<file path="config.mk">
export PLATFORM = sky130hd
export DESIGN_NAME = npu_phase_scheduler_flat
export DESIGN_NICKNAME = d
export VERILOG_FILES = /design/src/rtl/npu_pkg.sv /design/src/rtl/npu_phase_scheduler_if.sv /design/src/rtl/npu_rr_pick.sv /design/src/rtl/npu_phase_scheduler.sv /design/src/flat_wrapper.sv
export SDC_FILE = /design/constraint.sdc
export NUM_CORES = 1
export LEC_CHECK = 0
export BUFFER_PORTS_ARGS = -buffer_cell sky130_fd_sc_hd__buf_4
export CORE_UTILIZATION = 60
export CTS_CLUSTER_SIZE = 28
export DETAILED_ROUTE_END_ITERATION = 12
export PLACE_DENSITY_LB_ADDON = 0.3
export SETUP_SLACK_MARGIN = 0.15
export SKIP_LAST_GASP = 1
export SLEW_MARGIN = 10
export SYNTH_ARGS = -nofsm -noshare
export SYNTH_HDL_FRONTEND = slang
export SYNTH_SLANG_ARGS = --single-unit
</file>
<file path="constraint.sdc">
create_clock -name clk -period 5.6 [get_ports clk]
set_input_delay 0 -clock clk [delete_from_list [all_inputs] [get_ports clk]]
set_output_delay 0 -clock clk [all_outputs]
set_load 0.05 [all_outputs]
</file>
<file path="src/rtl/npu_pkg.sv">
// Shared NPU definitions: phase encodings and default scheduler dimensions.
package npu_pkg;

    localparam int unsigned NREQ_DEF = 4;
    localparam int unsigned LW_DEF   = 3;
    localparam int unsigned CW_DEF   = 4;

    localparam logic [1:0] PH_IDLE = 2'b00;
    localparam logic [1:0] PH_LOAD = 2'b01;
    localparam logic [1:0] PH_COMP = 2'b10;
    localparam logic [1:0] PH_DONE = 2'b11;

    // State encoding equals the phase encoding so the state register drives phase directly.
    typedef enum logic [1:0] {
        ST_IDLE = PH_IDLE,
        ST_LOAD = PH_LOAD,
        ST_COMP = PH_COMP,
        ST_DONE = PH_DONE
    } state_t;

endpackage

</file>
<file path="src/rtl/npu_phase_scheduler_if.sv">
// Requester/scheduler bundle: request and lengths in, grant/phase/counter/done/busy out.
interface npu_phase_scheduler_if #(
    parameter int unsigned NREQ = 4,
    parameter int unsigned LW   = 3,
    parameter int unsigned CW   = 4
) ();
    logic [NREQ-1:0] req;
    logic [LW-1:0]   load_len;
    logic [CW-1:0]   comp_len;
    logic [NREQ-1:0] grant;
    logic [1:0]      phase;
    logic [CW-1:0]   counter;
    logic [NREQ-1:0] done;
    logic            busy;

    modport master (
        output req, load_len, comp_len,
        input  grant, phase, counter, done, busy
    );

    modport slave (
        input  req, load_len, comp_len,
        output grant, phase, counter, done, busy
    );
endinterface

</file>
<file path="src/rtl/npu_rr_pick.sv">
// Rotate-priority encoder: first set req bit scanning upward from ptr+1 with wrap.
module npu_rr_pick #(
    parameter int unsigned NREQ = 4,
    parameter int unsigned IW   = 2
) (
    input  logic [NREQ-1:0] i_req,
    input  logic [IW-1:0]   i_ptr,
    output logic [NREQ-1:0] o_win,
    output logic [IW-1:0]   o_win_idx,
    output logic            o_any
);
    logic [IW-1:0] w_sel;

    always_comb begin
        o_win     = '0;
        o_win_idx = '0;
        o_any     = 1'b0;
        w_sel     = '0;
        for (int k = 1; k <= int'(NREQ); k++) begin
            w_sel = IW'((int'(i_ptr) + k) % int'(NREQ));
            if (!o_any && i_req[w_sel]) begin
                o_any        = 1'b1;
                o_win_idx    = w_sel;
                o_win[w_sel] = 1'b1;
            end
        end
    end
endmodule

</file>
<file path="src/rtl/npu_phase_scheduler.sv">
// Round-robin owner of the shared LOAD/COMPUTE phase engine with registered outputs.
module npu_phase_scheduler
    import npu_pkg::*;
#(
    parameter int unsigned NREQ = NREQ_DEF,
    parameter int unsigned LW   = LW_DEF,
    parameter int unsigned CW   = CW_DEF
) (
    input logic                  clk,
    input logic                  rst,
    npu_phase_scheduler_if.slave bus
);
    localparam int unsigned IW = (NREQ > 1) ? $clog2(NREQ) : 1;

    state_t          r_state;
    logic [NREQ-1:0] r_grant;
    logic [NREQ-1:0] r_done;
    logic [CW-1:0]   r_counter;
    logic [LW-1:0]   r_l;
    logic [CW-1:0]   r_c;
    logic [IW-1:0]   r_ptr;
    logic [IW-1:0]   r_owner;
    logic            r_busy;

    logic [NREQ-1:0] w_win;
    logic [IW-1:0]   w_win_idx;
    logic            w_any;
    logic            w_owner_req;

    npu_rr_pick #(.NREQ(NREQ), .IW(IW)) u_pick (
        .i_req     (bus.req),
        .i_ptr     (r_ptr),
        .o_win     (w_win),
        .o_win_idx (w_win_idx),
        .o_any     (w_any)
    );

    assign w_owner_req = bus.req[r_owner];

    // Job sequencer; an owner dropping req in LOAD/COMP aborts without a done pulse.
    always_ff @(posedge clk or negedge rst) begin
        if (!rst) begin
            r_state   <= ST_IDLE;
            r_grant   <= '0;
            r_done    <= '0;
            r_counter <= '0;
            r_l       <= '0;
            r_c       <= '0;
            r_ptr     <= IW'(NREQ - 1);
            r_owner   <= '0;
            r_busy    <= 1'b0;
        end else begin
            case (r_state)
                ST_IDLE: begin
                    r_done <= '0;
                    if (w_any) begin
                        r_state   <= ST_LOAD;
                        r_grant   <= w_win;
                        r_owner   <= w_win_idx;
                        r_l       <= bus.load_len;
                        r_c       <= bus.comp_len;
                        r_counter <= '0;
                        r_busy    <= 1'b1;
                    end
                end
                ST_LOAD: begin
                    if (!w_owner_req) begin
                        r_state   <= ST_IDLE;
                        r_grant   <= '0;
                        r_counter <= '0;
                        r_ptr     <= r_owner;
                        r_busy    <= 1'b0;
                    end else if (r_counter == CW'(r_l)) begin
                        r_state   <= ST_COMP;
                        r_counter <= '0;
                    end else begin
                        r_counter <= r_counter + CW'(1);
                    end
                end
                ST_COMP: begin
                    if (!w_owner_req) begin
                        r_state   <= ST_IDLE;
                        r_grant   <= '0;
                        r_counter <= '0;
                        r_ptr     <= r_owner;
                        r_busy    <= 1'b0;
                    end else if (r_counter == r_c) begin
                        r_state   <= ST_DONE;
                        r_done    <= r_grant;
                        r_grant   <= '0;
                        r_counter <= '0;
                        r_ptr     <= r_owner;
                    end else begin
                        r_counter <= r_counter + CW'(1);
                    end
                end
                ST_DONE: begin
                    r_state <= ST_IDLE;
                    r_done  <= '0;
                    r_busy  <= 1'b0;
                end
                default: begin
                    r_state <= ST_IDLE;
                end
            endcase
        end
    end

    assign bus.grant   = r_grant;
    assign bus.phase   = r_state;
    assign bus.counter = r_counter;
    assign bus.done    = r_done;
    assign bus.busy    = r_busy;
endmodule

</file>
<file path="src/flat_wrapper.sv">
// flat-port wrapper written by rule: the top's interface ports become plain ports
module npu_phase_scheduler_flat import npu_pkg::*;
#(
    parameter int unsigned NREQ = NREQ_DEF,
    parameter int unsigned LW   = LW_DEF,
    parameter int unsigned CW   = CW_DEF
)
  (clk, rst, bus_req, bus_load_len, bus_comp_len, bus_grant, bus_phase, bus_counter, bus_done, bus_busy);
  npu_phase_scheduler_if #(.NREQ(NREQ), .LW(LW), .CW(CW)) bus_i ();
  input logic clk;
  input logic rst;
  input wire logic [$bits(bus_i.req)-1:0] bus_req;
  input wire logic [$bits(bus_i.load_len)-1:0] bus_load_len;
  input wire logic [$bits(bus_i.comp_len)-1:0] bus_comp_len;
  output wire logic [$bits(bus_i.grant)-1:0] bus_grant;
  output wire logic [$bits(bus_i.phase)-1:0] bus_phase;
  output wire logic [$bits(bus_i.counter)-1:0] bus_counter;
  output wire logic [$bits(bus_i.done)-1:0] bus_done;
  output wire logic [$bits(bus_i.busy)-1:0] bus_busy;
  assign bus_i.req = bus_req;
  assign bus_i.load_len = bus_load_len;
  assign bus_i.comp_len = bus_comp_len;
  assign bus_grant = bus_i.grant;
  assign bus_phase = bus_i.phase;
  assign bus_counter = bus_i.counter;
  assign bus_done = bus_i.done;
  assign bus_busy = bus_i.busy;
  npu_phase_scheduler #(.NREQ(NREQ), .LW(LW), .CW(CW)) u_core (.clk(clk), .rst(rst), .bus(bus_i));
endmodule
</file>
==> results.py <==
metrics = {
    "sta": {
        "layout_min_cycle_time_ns": 2.763,
        "fmax_ghz": 0.3620,
        "rsz0062_at_grt": "false",
        "final.setup.tns_ns": 0,
        "finalCritPeriodShare": 0.4934,
        "drv_slew": 0,
        "fin_skew_ns": 0.005725,
        "hold_violations": 0,
        "layout_setup_ws_ns": 2.837,
        "tightest_slew_ns": 0.7652,
        "hold_ws_ns": 0.1040,
        "relSlewSlack": 0.4818,
        "setup_violations": 0,
    },
    "grt": {
        "grt_max_degree": 27,
        "grt_use_met1": 0.3206,
        "use_met3": 0.02791,
        "grt_pass1_vias": 1377,
        "antenna_found_initial": 0,
        "busiest_layer": "met2",
        "grt_first_pass_wirelength_mm": 6.251,
        "grt_use_met2": 0.4524,
        "gr-usage-all-layers": 0.2524,
        "grt_overflow_total": 0,
    },
    "synth": {
        "yosysWarningCount": 0,
        "syn_area_mm2": 0.001755,
        "ys_seq_area_frac": 0.3721,
        "syn_nets": 200,
        "synth_cell_types": 42,
        "syn_inst": 174,
        "synth-seq-cells": 26,
        "synth_area_per_cell_um2": 10.09,
    },
    "floorplan": {
        "row_count": 19,
        "pin_count": 28,
        "die_h_um": 56.09,
        "initial_core_util": 0.6366,
        "die_w_um": 56.09,
        "die_area_mm2": 0.003146,
        "core_mm2": 0.002758,
    },
    "critical_path": {
        "crit_required_ns": 5.82,
        "regToRegSetupSlack_ns": 2.84,
        "path_cells": "inv_1 -> ha_1 -> mux4_2 -> nand2b_1 -> nor2_1 -> a221o_1 -> a22o_1",
        "critPathSlowestCell": "dfstp_2",
        "rr_worst_depth": 7,
        "cp_max_fo": 17,
        "slowest_delay_ns": 0.75,
        "start_kind": "flop",
        "reg2reg_from": "u_core.r_ptr[0]",
        "reg2reg_to": "u_core.bus.grant[0]",
        "crit_end": "u_core.bus.grant[0]",
        "crit_type": "flop to flop",
        "cp-end-kind": "flop",
        "arrival_ns": 2.99,
        "crit_start": "u_core.r_ptr[0]",
    },
    "power": {
        "p_per_area_mw_per_mm2": 540.8,
        "vdd_ir_drop_max_v": 0.0005729,
        "p_leak_nw": 0.9435,
    },
    "clock_network": {
        "root_buffer": "clkbuf_4",
        "cts.path.max_buffers": 2,
        "cts_tree": "done",
        "cts_resized": 0,
        "clock_latency_ns": 0.31,
        "ctsHtreeMaxLevel": 1,
        "cts.sinks": 26,
        "cts_inserted_buffers": 3,
        "clk_pin_slew_ns": 0.14,
    },
    "drt": {
        "routedWlPerCell_um": 15.56,
        "drc": 0,
        "postRouteAntennaNets": 0,
        "drt_wl_total_mm": 3.656,
        "drtIter0Drc": 46,
        "via_count": 1444,
        "firstDrtPassIters": 4,
        "viasPerCell": 6.145,
    },
    "status": {
        "status": "complete, no violations",
    },
    "run": {
        "maxCapViolations": 0,
    },
    "finish": {
        "layout.nets": 232,
        "area_growth_pct": 16.46,
        "final_cells": 235,
        "drive_gt1_frac": 0.2059,
        "antenna-diode-count": 0,
    },
    "worst_hold_path": {
        "hold_path.class": "input port to asynchronous set/reset pin",
    },
    "place": {
        "gp_congestion": 0.8814,
        "place_ws_ns": 2.856,
        "port_buffers": 27,
        "dp_cells": 224,
        "hpwl_mm": 2.569,
    },
}
## worst max-delay path: cells and delay by family (launching register included)
kind / cells / cell delay, ns
AND/OR/NAND/NOR: 2 / 0.19
buffers and inverters: 1 / 0.19
flip-flops: 1 / 0.75
AO/OA/AOI/OAI: 2 / 0.56
adder cells (fa/ha/maj): 1 / 0.45
multiplexers: 1 / 0.53
## registers in the layout (all words and copies together) (netlist names)
register,count
u_core.bus.busy,1
u_core.r_ptr,2
u_core.bus.done,4
u_core.r_c,4
u_core.r_l,3
u_core.bus.phase,2
u_core.r_owner,2
u_core.bus.counter,4
u_core.bus.grant,4
## stage by stage
step | power [mW] | util | cell area, µm²
final | 1.106 | 0.7414 | 2044
after global routing | 1.187 | 0.7414 | 2044
after CTS | 1.102 | 0.7414 | 2044
after detailed placement | 1.021 | 0.7042 | 1942
after global placement | 0.9928 | 0.7042 | 1942
after floorplan | 0.8870 | - | 1755
## area by class of cell
cell class	count	area, µm²
Sequential cell	26	653.1
Tap cell	31	38.79
Inverter	12	45.04
Fill cell	201	713.2
Timing Repair Buffer	35	282.8
Clock buffer	3	22.52
Multi-Input combinational cell	128	1002
## power by group
part           switching (mW)  internal (mW)  leakage [nW]  total, mW
clock                  0.0531         0.0252        0.0138     0.0782
sequential             0.0781          0.264         0.328      0.342
combinational           0.402          0.284         0.601      0.685
total                   0.533          0.573         0.944       1.11
## cells in the mapped netlist
cell type	n	area, µm²
a211oi_1	1	7.510
a21o_1	3	22.52
a21oi_1	6	30.03
a221o_1	4	40.04
a22o_1	4	35.03
a22oi_2	1	12.51
a311oi_1	1	8.760
a31oi_1	2	12.51
and3_1	1	6.260
and3b_1	1	8.760
buf_2	2	10.01
buf_6	3	33.78
clkbuf_1	3	11.26
dfrtp_1	24	600.6
dfstp_2	2	52.55
ha_1	13	162.7
inv_1	12	45.04
mux2_1	8	90.09
mux2_2	1	11.26
mux2i_1	4	40.04
mux4_2	4	90.09
nand2_1	22	82.58
nand2b_1	3	18.77
nand3_1	3	15.01
nand4_1	1	6.260
nor2_1	8	30.03
nor2b_1	2	12.51
nor3_1	4	20.02
nor3b_1	1	7.510
nor4_2	2	25.02
nor4bb_1	1	10.01
o21a_1	1	7.510
o21ai_0	2	10.01
o21ai_1	7	35.03
o21ai_2	1	8.760
o22ai_1	2	12.51
o22ai_2	1	12.51
o311ai_1	1	8.760
o31ai_1	3	22.52
o32ai_1	1	8.760
o41ai_1	1	8.760
xor2_1	7	61.31
## layer usage
layer  vias to the layer above  wire [µm]
met5                         -          0
met4                         0         51
met3                         6        137
met2                        53       1902
met1                       697       1564
li1                        688          -
## placed cells by master (no fill, tap or decap), types with 3 or more instances in the layout
master	n
a21o_1	3
a21oi_1	6
a221o_1	4
a22o_1	4
buf_4	27
clkbuf_4	3
dfrtp_1	24
dlygate4sd3_1	8
ha_1	13
inv_1	12
mux2_1	8
mux2i_1	4
mux4_2	4
nand2_1	22
nand2b_1	3
nand3_1	3
nor2_1	8
nor3_1	4
o21ai_1	7
o31ai_1	3
xor2_1	7
## worst min path at each step
stage                                 end  depth (start not counted)  startpoint  slack (ns)
floorplan                 u_core.bus.busy                          0         rst       -0.30
global placement    u_core.bus.counter[0]                          1         rst       -0.08
detailed placement  u_core.bus.counter[1]                          1         rst       -0.07
CTS                 u_core.bus.counter[1]                          2         rst        0.11
global route        u_core.bus.counter[2]                          2         rst        0.13
finish                u_core.bus.phase[0]                          2         rst        0.10
## repair_timing
action                    4_1_cts  5_1_grt
setup buffers                   0        0
hold buffers                    8        0
hold endpoints to repair       33        0
## logic make-up (layout without fill, tap and decap cells)
kind of cell	count (synthesis)	count (layout)	synth area share
AO/OA/AOI/OAI	42	42	0.1732
XOR/XNOR	7	7	0.03493
adder cells (fa/ha/maj)	13	13	0.09266
buffers and inverters	20	50	0.05702
flip-flops	26	26	0.3721
multiplexers	17	17	0.1319
AND/OR/NAND/NOR	49	49	0.1383
Power figures use the tool's default switching activity.
